## config.mk

```make
export PLATFORM = sky130hd
export DESIGN_NAME = otp_apb_sequencer
export DESIGN_NICKNAME = d
export VERILOG_FILES = /design/src/rtl/otp_seq_pkg.sv /design/src/rtl/otp_rr_arbiter.sv /design/src/rtl/otp_apb_sequencer.sv
export SDC_FILE = /design/constraint.sdc
export NUM_CORES = 1
export LEC_CHECK = 0
export CELL_PAD_IN_SITES_DETAIL_PLACEMENT = 0
export CELL_PAD_IN_SITES_GLOBAL_PLACEMENT = 1
export CORE_AREA = 2 2 365 367
export DETAILED_ROUTE_END_ITERATION = 7
export DIE_AREA = 0 0 367 369
export PLACE_DENSITY = 0.53
export SYNTH_ARGS = -nofsm -noshare
export SYNTH_HDL_FRONTEND = slang
export SYNTH_SLANG_ARGS = --single-unit
export TNS_END_PERCENT = 100
```

## constraint.sdc

```tcl
create_clock -name pclk -period 22.3 [get_ports pclk]
set_input_delay 4.46 -clock pclk [delete_from_list [all_inputs] [get_ports pclk]]
set_output_delay 4.46 -clock pclk [all_outputs]
set_load 0.05 [all_outputs]
```

## src/rtl/otp_seq_pkg.sv

```systemverilog
// otp_seq_pkg: shared definitions for the one-time-pad APB sequencer.
//   otp_seq_state_e : sequencer FSM states
//   OTP_*_ADDR      : register addresses on the pad engine's APB slave port
package otp_seq_pkg;

  typedef enum logic [2:0] {
    ST_IDLE,
    ST_KEY_SETUP,
    ST_KEY_ACC,
    ST_DATA_SETUP,
    ST_DATA_ACC,
    ST_RD_SETUP,
    ST_RD_ACC,
    ST_RESP
  } otp_seq_state_e;

  localparam logic [31:0] OTP_KEY_ADDR    = 32'd0;
  localparam logic [31:0] OTP_DATA_ADDR   = 32'd1;
  localparam logic [31:0] OTP_RESULT_ADDR = 32'd2;

endpackage

```

## src/rtl/otp_rr_arbiter.sv

```systemverilog
// otp_rr_arbiter: round-robin arbiter with a registered priority pointer.
//   pclk, preset : clock, asynchronous active-high reset
//   req          : pending requests
//   advance      : grant taken this cycle; pointer moves past the winner
//   grant        : one-hot winner (combinational, zero when no request)
//   grant_id     : index of the winner
//   grant_any    : at least one request pending
module otp_rr_arbiter #(
  parameter int unsigned NREQ = 2
) (
  input  logic                                      pclk,
  input  logic                                      preset,
  input  logic [NREQ-1:0]                           req,
  input  logic                                      advance,
  output logic [NREQ-1:0]                           grant,
  output logic [((NREQ > 1) ? $clog2(NREQ) : 1)-1:0] grant_id,
  output logic                                      grant_any
);

  localparam int unsigned IDW = (NREQ > 1) ? $clog2(NREQ) : 1;

  logic [IDW-1:0] ptr;
  logic           found;

  assign grant_any = |req;

  // Search from the pointer upward, wrapping at NREQ.
  always_comb begin
    grant    = '0;
    grant_id = '0;
    found    = 1'b0;
    for (int unsigned i = 0; i < NREQ; i++) begin
      int unsigned idx;
      idx = (32'(ptr) + i) % NREQ;
      if (!found && req[idx[IDW-1:0]]) begin
        found                 = 1'b1;
        grant[idx[IDW-1:0]]   = 1'b1;
        grant_id              = idx[IDW-1:0];
      end
    end
  end

  always_ff @(posedge pclk or posedge preset) begin
    if (preset) begin
      ptr <= '0;
    end else if (advance && grant_any) begin
      ptr <= (grant_id == IDW'(NREQ - 1)) ? '0 : grant_id + IDW'(1);
    end
  end

endmodule

```

## src/rtl/otp_apb_sequencer.sv

```systemverilog
// otp_apb_sequencer: shares the one-time-pad XOR engine between NREQ clients.
// Grants one requester round-robin, writes key (addr 0) and data (addr 1) to
// the engine over APB, reads the result (addr 2) and returns it on a
// valid/ready response channel.
//   pclk, preset                  : clock, asynchronous active-high reset
//   req_valid/req_key/req_data    : per-requester request, WIDTH-bit slices
//   req_ready                     : one-hot grant pulse, key/data captured
//   rsp_valid/rsp_ready           : response handshake
//   rsp_id/rsp_data/rsp_err       : served index, key^data, read timeout
//   paddr/psel/penable/pwrite     : APB master controls
//   pwdata/prdata/pready          : APB data and ready
// Optional build macro OTP_SEQ_TIMEOUT_EN: bound the result read to
// TIMEOUT_CYCLES access cycles and report rsp_err on expiry.
module otp_apb_sequencer
  import otp_seq_pkg::*;
#(
  parameter int unsigned WIDTH          = 128,
  parameter int unsigned NREQ           = 2,
  parameter int unsigned TIMEOUT_CYCLES = 16
) (
  input  logic                                      pclk,
  input  logic                                      preset,
  input  logic [NREQ-1:0]                           req_valid,
  input  logic [NREQ*WIDTH-1:0]                     req_key,
  input  logic [NREQ*WIDTH-1:0]                     req_data,
  output logic [NREQ-1:0]                           req_ready,
  output logic                                      rsp_valid,
  input  logic                                      rsp_ready,
  output logic [((NREQ > 1) ? $clog2(NREQ) : 1)-1:0] rsp_id,
  output logic [WIDTH-1:0]                          rsp_data,
  output logic                                      rsp_err,
  output logic [31:0]                               paddr,
  output logic                                      psel,
  output logic                                      penable,
  output logic                                      pwrite,
  output logic [WIDTH-1:0]                          pwdata,
  input  logic [WIDTH-1:0]                          prdata,
  input  logic                                      pready
);

  localparam int unsigned IDW = (NREQ > 1) ? $clog2(NREQ) : 1;

  otp_seq_state_e state;
  logic [NREQ-1:0]  grant;
  logic [IDW-1:0]   grant_id;
  logic             grant_any;
  logic             take;
  logic [WIDTH-1:0] key_sel;
  logic [WIDTH-1:0] data_sel;
  logic [WIDTH-1:0] data_q;
  logic             rd_sample;
  logic             rd_timeout;

  otp_rr_arbiter #(
    .NREQ (NREQ)
  ) u_arb (
    .pclk      (pclk),
    .preset    (preset),
    .req       (req_valid),
    .advance   (take),
    .grant     (grant),
    .grant_id  (grant_id),
    .grant_any (grant_any)
  );

  assign take      = (state == ST_IDLE) && grant_any;
  // Grant is a handshake with the requester, so it is driven straight from
  // the arbiter while idle; reset forces it low along with everything else.
  assign req_ready = (state == ST_IDLE && !preset) ? grant : '0;

  always_comb begin
    key_sel  = '0;
    data_sel = '0;
    for (int unsigned i = 0; i < NREQ; i++) begin
      if (grant[i]) begin
        key_sel  = req_key[i*WIDTH +: WIDTH];
        data_sel = req_data[i*WIDTH +: WIDTH];
      end
    end
  end

`ifdef OTP_SEQ_TIMEOUT_EN
  localparam int unsigned CW = $clog2(TIMEOUT_CYCLES + 1);
  logic [CW-1:0] rd_cnt;   // access cycles already spent in RD_ACC
  logic          rsp_err_q;

  // The first access cycle never samples; expiry only if pready is not
  // taken on the last allowed cycle.
  assign rd_sample  = (rd_cnt != '0) && pready;
  assign rd_timeout = !rd_sample && (rd_cnt == CW'(TIMEOUT_CYCLES - 1));
  assign rsp_err    = rsp_err_q;
`else
  logic rd_first;          // set during the first RD_ACC cycle only

  assign rd_sample  = !rd_first && pready;
  assign rd_timeout = 1'b0;
  assign rsp_err    = 1'b0;
`endif

  always_ff @(posedge pclk or posedge preset) begin
    if (preset) begin
      state     <= ST_IDLE;
      data_q    <= '0;
      rsp_valid <= 1'b0;
      rsp_id    <= '0;
      rsp_data  <= '0;
      psel      <= 1'b0;
      penable   <= 1'b0;
      pwrite    <= 1'b0;
      paddr     <= '0;
      pwdata    <= '0;
`ifdef OTP_SEQ_TIMEOUT_EN
      rd_cnt    <= '0;
      rsp_err_q <= 1'b0;
`else
      rd_first  <= 1'b0;
`endif
    end else begin
      case (state)
        ST_IDLE: begin
          if (take) begin
            rsp_id  <= grant_id;
            data_q  <= data_sel;
            psel    <= 1'b1;
            penable <= 1'b0;
            pwrite  <= 1'b1;
            paddr   <= OTP_KEY_ADDR;
            pwdata  <= key_sel;
            state   <= ST_KEY_SETUP;
          end
        end
        ST_KEY_SETUP: begin
          penable <= 1'b1;
          state   <= ST_KEY_ACC;
        end
        ST_KEY_ACC: begin
          penable <= 1'b0;
          paddr   <= OTP_DATA_ADDR;
          pwdata  <= data_q;
          state   <= ST_DATA_SETUP;
        end
        ST_DATA_SETUP: begin
          penable <= 1'b1;
          state   <= ST_DATA_ACC;
        end
        ST_DATA_ACC: begin
          penable <= 1'b0;
          pwrite  <= 1'b0;
          paddr   <= OTP_RESULT_ADDR;
          pwdata  <= '0;
          state   <= ST_RD_SETUP;
        end
        ST_RD_SETUP: begin
          penable  <= 1'b1;
`ifdef OTP_SEQ_TIMEOUT_EN
          rd_cnt   <= '0;
`else
          rd_first <= 1'b1;
`endif
          state    <= ST_RD_ACC;
        end
        ST_RD_ACC: begin
`ifdef OTP_SEQ_TIMEOUT_EN
          rd_cnt   <= rd_cnt + 1'b1;
`else
          rd_first <= 1'b0;
`endif
          if (rd_sample || rd_timeout) begin
            psel      <= 1'b0;
            penable   <= 1'b0;
            paddr     <= '0;
            rsp_valid <= 1'b1;
            rsp_data  <= rd_sample ? prdata : '0;
`ifdef OTP_SEQ_TIMEOUT_EN
            rsp_err_q <= !rd_sample;
`endif
            state     <= ST_RESP;
          end
        end
        ST_RESP: begin
          if (rsp_ready) begin
            rsp_valid <= 1'b0;
            state     <= ST_IDLE;
          end
        end
        default: state <= ST_IDLE;
      endcase
    end
  end

endmodule

```

---- Word level (Yosys, flattened, before mapping) ----
Index checks and enable logic that the tools add are counted.
cells by class
  muxes and demuxes ....................... 38
  bitwise gates (word level) .............. 1
  reductions and logical operators ........ 30
  order comparisons ....................... 4
  eq/ne operators ......................... 10
  $add $sub $neg .......................... 2
operators with widths
  operator            number
  $mux 128            5
  $pmux 128 s3        1
  $pmux 32 s4         1
  $mux 32             2
  $pmux 3 s8          1
  $mux 1              15
  $reduce_and 3->1    5
  $eq 3x3->1 const B  4
  $mux 3              3
  $pmux 1 s2          4
  $reduce_and 2->1    4
  $reduce_bool 2->1   4
  $reduce_bool 4->1   2
  $logic_and 1x1->1   7
  $eq 3x2->1 const B  2
  $mux 2              3
  $lt 1x2->1 const B  2
  $ne 2x2->1 const B  2
  $pmux 1 s4          1
  $reduce_or 2->1     2
  $eq 3x1->1 const B  1
  $logic_not 1->1     3
  $logic_not 3->1     1
  $reduce_bool 3->1   1
  other kinds (6)     9
storage, ports and cells
  input bits .............................. 646
  word-level logic and storage cells ...... 97
  output and inout port bits .............. 296
  bits in registers ....................... 426

---- Longest topological paths before layout ----
Gate-level depths: netlist (run 1).
  depth after elaboration ................. 11
  gate-level depth with buffers ........... 10
  depth with buffers taken out ............ 6

---- Modules after synthesis ----
Synthesis (run 1) repeated with hierarchy kept, for this count alone.
unflattened totals
  cells, all modules ...................... 2123
  area total of the unflattened synthesis .. 21723.3 µm²
by module, submodules not included
  module             area each (µm²)  times used  cells an instance
  otp_apb_sequencer  21650.8          1           2114
  otp_rr_arbiter     72.6             1           9

---- Least setup slack after synthesis (run 1) ----
No wires, ideal clock.
  path type ............................... input to output
  from .................................... in req_valid[1]
  to ...................................... out req_ready[1]
  setup slack ............................. 11.352 ns
  stages on the path ...................... 5
  required time ........................... 17.840 ns
  data arrival time ....................... 6.488 ns
  path buffers ............................ 3
  path through ............................ clkbuf_1 > and2_1 > clkbuf_1 > buf_2 > nor3b_1
on the way
  longest elaborated chain between the ends .. 7
  elaborated cells between the ends (all ways) .. 11
  those cells by class .................... mux (8); bitwise (1); reduce/logical (2)
RTL lines
  element                                     RTL line                 text
  start, declared                             otp_apb_sequencer.sv:23  input logic [NREQ-1:0] req_valid,
  $mux 1 (implied by the code) (2 in series)  otp_rr_arbiter.sv:35     if (!found && req[idx[IDW-1:0]]) begin
  $mux 1                                      otp_rr_arbiter.sv:35
  $logic_not 1->1                             otp_rr_arbiter.sv:35
  $logic_and 1x1->1                           otp_rr_arbiter.sv:35
  $mux 2 *                                    otp_rr_arbiter.sv:35
  $mux 2 *                                    otp_apb_sequencer.sv:69  assign req_ready = (state == ST_IDLE && !preset) ? grant : '0;
  end, declared                               otp_apb_sequencer.sv:26  output logic [NREQ-1:0] req_ready,
Mark *: on every way between the ends. The rest lies on a longest branch, timed or not. The select of a mux whose other input is x is not followed.

---- Worst setup path in the final report (run 1) ----
  from .................................... in req_valid[0]
  to ...................................... out req_ready[1]
Same word-level chain as after synthesis.

==> flow_summary_export.csv, run 1 <==
group,metric,value,unit
yosys,synth.yosys.seq_area_share,54.1,%
yosys,post_synth_num_cell_types,35,
clock_network,cts.sink_count,396,
clock_network,cts.root.buffer_cell,"sky130_fd_sc_hd__clkbuf_16",
floorplan,fp.coreArea,131000,µm²
worst_setup_path,critPathCaptureType,"primary output",
global_routing,grt_overflow,0,
sta,report.final.hold_viol_count,0,
floorplan,die_w,367,µm
yosys,ys_warn_count,0,
yosys,netlist_instances,1680,
detailed_routing,drc,0,
clock_network,clk-insertion-delay-late,0.63,ns
yosys,fraction_of_synthesis_flops_using_an_asynchronous_set_or_reset_pin,100,%
detailed_routing,final_antenna_net_count,0,
global_routing,number_of_antenna_violations_at_the_first_check_in_global_routing,27,
sta,holdWs,0.481,ns
detailed_routing,viasPerCell,4.00,
finish,fill_cells,14200,
placed_design,placement.cell_area,28900,µm²
yosys,postSynthAreaPerCell,10.9,µm²
clock_network,cts_tree,"done",
floorplan,ios,942,
worst_setup_path,type_of_the_worst_setup_path,"input pin to primary output",
sta,maxSlewViolCount,0,
yosys,synth_enable_flop_cells,0,
global_routing,grt_pass1_vias,17500,
yosys,synth_seq_cells,396,
finish,final_layout_size_suffix_gt1_share,9.79,%
pwr,power_density,156,nW/µm²
floorplan,initial_core_util,14.0,%
finish,syn2layout_area_growth,67.3,%
clock_network,cts_repair_resize_count,0,
yosys,synth_flop_cell,"sky130_fd_sc_hd__dfrtp_1",
placed_design,gp_routability_congestion,0.768,
floorplan,fp.dieH,369,µm
detailed_routing,wl,102000,µm
worst_setup_path,timing.critical_path.required,17.84,ns
sta,period_minus_slack,11.89,ns
clock_network,cts.clk_slew.worst_paths,0.06,ns
outcome,status,"finished, final reports clean",
floorplan,dieArea,135000,µm²
worst_hold_path,timing.hold.worst.class,"flip-flop to flip-flop",
finish,fin_util,23.4,%
global_routing,first_pass_grt_wire_length,139000,µm
sta,grt_setup_unrepaired,"false",
placed_design,numPortBuffers,910,
clock_network,htreeDepth,2,
placed_design,post-dp-hpwl,77100,µm
detailed_routing,vias,17200,
detailed_routing,avg_wl_per_cell,23.7,µm
detailed_routing,drt-pass1-iter-count,5,
pwr,power.static_leakage,11.8,nW
clock_network,cts_setup_buffers,0,
worst_setup_path,worst_reg_to_reg_path_cell_count,8,
sta,period_share,53.3,%
global_routing,grt_start_max_net_pins,187,
worst_setup_path,critPathArrivalTime,7.43,ns
finish,layout.cell_area.non_filler,30600,µm²
clock_network,cts_hold_buffers,0,
finish,num-nets-final,3147,
sta,clock.fmax,0.0841,GHz
detailed_routing,dr_iter_0_viols,1063,
sta,finalClockSkew,0.0173,ns
pwr,vdd_drop_max,0.0774,mV
worst_setup_path,largest_fanout_on_the_critical_path,34,
sta,maxSlewHeadroom,29.7,%
floorplan,rows,133,
sta,worst_slew_pin_slew,1.05,ns
global_routing,grt_util_all_layers,14.3,%
clock_network,cts_inserted_buffers,52,
sta,tns,0,ns
sta,setup_viol,0,
yosys,synthesis.area,18300,µm²
worst_hold_path,number_of_cells_traversed_by_the_worst_hold_path,1,
job,cap_viol_max_count,0,
clock_network,clock_path_buffers,3,
worst_setup_path,worst_setup_path_start_kind,"input pin",
power by group:
group / internal [mW] / leakage [nW] / switching (mW) / total [mW]
Combinational: 0.869 / 6.33 / 1.70 / 2.57
Sequential: 1.09 / 4.65 / 0.256 / 1.35
Clock: 0.512 / 0.856 / 0.357 / 0.869
Total: 2.47 / 11.8 / 2.31 / 4.78
through the flow:
stage / setup WS, ns / std cells / power, mW
floorplan: 6.83 / 1710 / 2.94
global placement: 10.34 / 4197 / 3.96
detailed placement: 10.37 / 4197 / 3.97
CTS: 10.36 / 4289 / 4.88
global route: 10.30 / 4290 / 5.05
finish: 10.41 / 4292 / 4.78
cell usage in the layout (no fill, tap or decap), drive strengths merged, types with 3 or more instances in the layout:
cell and count:
ha 5, a22oi 256, clkinv 9, a32o 128, nor2 260, diode 3
mux2 130, bufinv 3, dfrtp 396, nand2 7, buf 27, conb 31
o21ai 5, clkdlybuf4s50 909, clkbuf 77, a21oi 261, inv 7
Yosys cell counts (2+ instances only):
master / count / area, µm²
sky130_fd_sc_hd__nand2_1: 7 / 26.3
sky130_fd_sc_hd__o22a_1: 2 / 17.5
sky130_fd_sc_hd__buf_6: 27 / 304
sky130_fd_sc_hd__a31oi_1: 2 / 12.5
sky130_fd_sc_hd__buf_4: 32 / 240
sky130_fd_sc_hd__inv_1: 5 / 18.8
sky130_fd_sc_hd__o21ai_0: 5 / 25.0
sky130_fd_sc_hd__a22oi_1: 256 / 1920
sky130_fd_sc_hd__dfrtp_1: 396 / 9910
sky130_fd_sc_hd__a32o_1: 128 / 1280
sky130_fd_sc_hd__nor2b_1: 2 / 12.5
sky130_fd_sc_hd__nor2_1: 259 / 972
sky130_fd_sc_hd__ha_1: 5 / 62.6
sky130_fd_sc_hd__clkbuf_1: 97 / 364
sky130_fd_sc_hd__mux2_2: 130 / 1460
sky130_fd_sc_hd__a21o_1: 2 / 15.0
sky130_fd_sc_hd__nand2b_1: 2 / 12.5
sky130_fd_sc_hd__a21oi_1: 261 / 1310
sky130_fd_sc_hd__buf_2: 39 / 195
sky130_fd_sc_hd__buf_1: 8 / 30.0
critical path, cell delays in order:
cell and delay (ns):
sky130_fd_sc_hd__clkdlybuf4s50_1 0.64, sky130_fd_sc_hd__nand2b_4 0.56, sky130_fd_sc_hd__and2_4 0.57, sky130_fd_sc_hd__nor3b_1 0.31, sky130_fd_sc_hd__clkdlybuf4s50_1 0.87
worst paths after layout:
kind,start,end,slack [ns]
min in group asynchronous,preset,pwdata[90],4.54
setup reg to reg,state[0],pwdata[57],18.55
max in group asynchronous,preset,rsp_data[92],15.69
setup / recovery,req_valid[0],req_ready[1],10.41
hold / removal,pwrite,pwrite,0.48
hold reg to reg,pwrite,pwrite,0.48
final cells by class:
class                      count  area (µm²)  share of cell area [%]
multi-input combinational   1105        7410                    24.2
inverter                       5        26.3                  0.0858
clock inverter                15         186                   0.609
sequential                   396        9910                    32.4
timing repair buffer         936        9340                    30.5
tap                         1755        2200                    7.17
antenna                        3        7.51                  0.0245
clock buffer                  77        1550                    5.05
cell families (layout without fill, tap and decap cells):
group	Yosys count	after routing	share of synthesized area [%]
other	1	34	0.0205
adders and majority gates	5	5	0.342
and+or+nand+nor	277	277	5.84
AOI/OAI and AO/OA	662	662	25.3
DFF	396	396	54.1
muxes	130	130	8.00
buffers and inverters	209	1033	6.32
metal layers:
| layer | GRT usage, % | vias up | part of all wire [%] |
|---|---|---|---|
| met5 | 0 | - | 0.27 |
| met4 | 3.69 | 40 | 2.6 |
| met3 | 5.25 | 133 | 8.5 |
| met2 | 24.8 | 678 | 50 |
| met1 | 16.5 | 8444 | 39 |
| li1 | - | 7880 | - |
registers in the layout, summed over array words and instances, names as in the netlist:
signal,count
pwdata,128
data_q,128
penable,1
pwrite,1
rsp_data,128
rd_first,1
paddr,2
rsp_id,1
state,3
u_arb.ptr,1
psel,1
rsp_valid,1
(Power assumes the default switching activity.)
==> inputs of run 2 (changes only) <==
CORE_AREA = 2 2 366 368   (was 2 2 365 367)
DIE_AREA = 0 0 368 370   (was 0 0 367 369)
clock period = 11.5 ns   (was 22.3 ns; I/O delays follow)
==> run 2 against run 1 <==
Net effect: via count increased by 0.85%; sequential power up 93%; clock skew is 0.026 ns higher; cell count is 0.56% higher; die area up 0.54%; sequential cell count did not move; clock power grew 110%; critical path depth stayed put; global-route usage is 0.17 points higher; combinational power rose by 95%; highest routed layer unchanged.
==> flow_summary_export.csv, run 2 (synthesized netlist as in run 1, its figures left out) <==
group,metric,value,unit
outcome,status,"finished, final reports clean",
floorplan,fp.coreArea,132000,µm²
global_routing,grt_util_all_layers,14.5,%
sta,period_share,64.3,%
placed_design,post-dp-hpwl,78300,µm
clock_network,cts_inserted_buffers,55,
worst_setup_path,timing.critical_path.required,9.20,ns
clock_network,cts.root.buffer_cell,"sky130_fd_sc_hd__clkbuf_16",
worst_hold_path,timing.hold.worst.class,"flip-flop to flip-flop",
global_routing,grt_pass1_vias,17400,
clock_network,cts_tree,"done",
sta,finalClockSkew,0.0437,ns
global_routing,first_pass_grt_wire_length,141000,µm
floorplan,die_w,368,µm
finish,syn2layout_area_growth,68.6,%
finish,layout_top_registers,"data_q x128, pwdata x128, rsp_data x128",
worst_setup_path,worst_path_max_delay_cell,"sky130_fd_sc_hd__clkdlybuf4s50_1",
floorplan,ios,942,
worst_setup_path,timing.critical_path.cells,"clkdlybuf4s50_1, nand2b_4, and2_4, nor3b_1, clkdlybuf4s50_1",
detailed_routing,dr_iter_0_viols,1193,
clock_network,clock_path_buffers,3,
worst_setup_path,critPathCaptureType,"primary output",
detailed_routing,drc,0,
pwr,power.static_leakage,11.9,nW
pwr,vdd_drop_max,0.232,mV
worst_setup_path,largest_fanout_on_the_critical_path,37,
sta,setup_viol,0,
floorplan,dieArea,136000,µm²
sta,maxSlewHeadroom,28.2,%
worst_setup_path,slowest_delay,0.91,ns
floorplan,fp.dieH,370,µm
sta,period_minus_slack,7.40,ns
pwr,design_power_total,9.45,mW
finish,fin_util,23.3,%
worst_setup_path,type_of_the_worst_setup_path,"input pin to primary output",
detailed_routing,vias,17300,
sta,clock.fmax,0.135,GHz
clock_network,cts_setup_buffers,0,
worst_setup_path,critPathArrivalTime,5.10,ns
clock_network,cts_hold_buffers,0,
global_routing,grt_start_max_net_pins,166,
worst_setup_path,worst_setup_path_start_kind,"input pin",
finish,mostFrequentLayoutCells,"909 x sky130_fd_sc_hd__clkdlybuf4s50_1, 396 x sky130_fd_sc_hd__dfrtp_1, 260 x sky130_fd_sc_hd__a21oi_1",
sta,worst_slew_pin_slew,1.08,ns
placed_design,gp_routability_congestion,0.856,
clock_network,cts.clk_slew.worst_paths,0.06,ns
clock_network,clk-insertion-delay-late,0.66,ns
detailed_routing,avg_wl_per_cell,24.0,µm
detailed_routing,wl,104000,µm
worst_setup_path,worst_path_most_repeated_cell,"sky130_fd_sc_hd__clkdlybuf4s50_1",
placed_design,numPortBuffers,910,
global_routing,number_of_antenna_violations_at_the_first_check_in_global_routing,26,
job,cap_viol_max_count,0,
sta,tns,0,ns
worst_setup_path,regToRegSetupSlack,8.19,ns
floorplan,rows,134,
floorplan,initial_core_util,13.8,%
finish,num-nets-final,3148,
detailed_routing,drt-pass1-iter-count,5,
clock_network,htreeDepth,2,
clock_network,cts.sink_count,396,
detailed_routing,viasPerCell,4.01,
detailed_routing,final_antenna_net_count,0,
clock_network,cts_repair_resize_count,0,
sta,maxSlewViolCount,0,
worst_setup_path,timing.critical_path.buf_inv,2,
pwr,power_density,306,nW/µm²
sta,report.final.hold_viol_count,0,
finish,most_common_cell_after_layout_fill_and_taps_aside,"sky130_fd_sc_hd__clkdlybuf4s50_1",
finish,final_layout_size_suffix_gt1_share,10.3,%
worst_setup_path,critPathTopFamily,"buffers and inverters",
sta,grt_setup_unrepaired,"false",
sta,holdWs,0.480,ns
global_routing,grt_overflow,0,
==> run 2: cell types whose count changed in the layout (fill, tap and decap cells not counted), moves of 2 or more <==
cell / change
sky130_fd_sc_hd__clkbuf_8: +3
sky130_fd_sc_hd__inv_6: +2
sky130_fd_sc_hd__clkbuf_1: -3
sky130_fd_sc_hd__buf_12: +3
sky130_fd_sc_hd__clkinvlp_4: +4
sky130_fd_sc_hd__clkbuf_16: +3
sky130_fd_sc_hd__clkinv_2: +2
sky130_fd_sc_hd__buf_4: -5
==> run 2: final timing paths <==
check	startpoint	to	cells after the start
hold reg to reg	psel	psel	1
hold / removal	psel	psel	1
setup / recovery	req_valid[0]	req_ready[1]	5
setup reg to reg	u_arb.ptr	data_q[82]	6
min in group asynchronous	preset	pwdata[95]	2
max in group asynchronous	preset	data_q[18]	4
==> run 2: routing by layer <==
metal,GRT usage [%],wire length [µm],vias to the layer above
li1,-,-,7894
met1,17.7,42400,8603
met2,24.9,51000,656
met3,4.61,7840,128
met4,2.91,2010,40
met5,0,246,-
==> run 2: power by group <==
group / total [mW] / internal (mW) / switching, mW / leakage, nW
registers: 2.61 / 2.12 / 0.497 / 4.65
logic: 5.01 / 1.69 / 3.31 / 6.33
clock network: 1.83 / 1.09 / 0.743 / 0.948
total: 9.45 / 4.90 / 4.55 / 11.9
==> run 2: worst register-to-register path, cell delays in order (launching register included) <==
cell	delay, ns
sky130_fd_sc_hd__dfrtp_1	0.47
sky130_fd_sc_hd__nand2b_4	0.52
sky130_fd_sc_hd__and2_4	0.25
sky130_fd_sc_hd__buf_4	0.59
sky130_fd_sc_hd__buf_4	0.84
sky130_fd_sc_hd__a22oi_1	0.34
sky130_fd_sc_hd__a21oi_1	0.22
==> run 2: area by class of cell <==
class	instances	area [µm²]
fill	14300	102000
sequential	396	9910
timing repair buffer	934	9370
multi-input combinational	1105	7410
tap	1768	2210
clock buffer	80	1650
clock inverter	24	285
inverter	5	22.5
antenna	4	10.0
==> run 2: metrics by stage <==
step | area (µm²) | setup WS, ns | std cells
floorplan | 18400 | 3.87 | 1710
global placement | 28900 | 4.03 | 4208
detailed placement | 28900 | 4.04 | 4208
CTS | 30900 | 4.02 | 4312
global route | 30900 | 4.00 | 4313
finish | 30900 | 4.10 | 4316
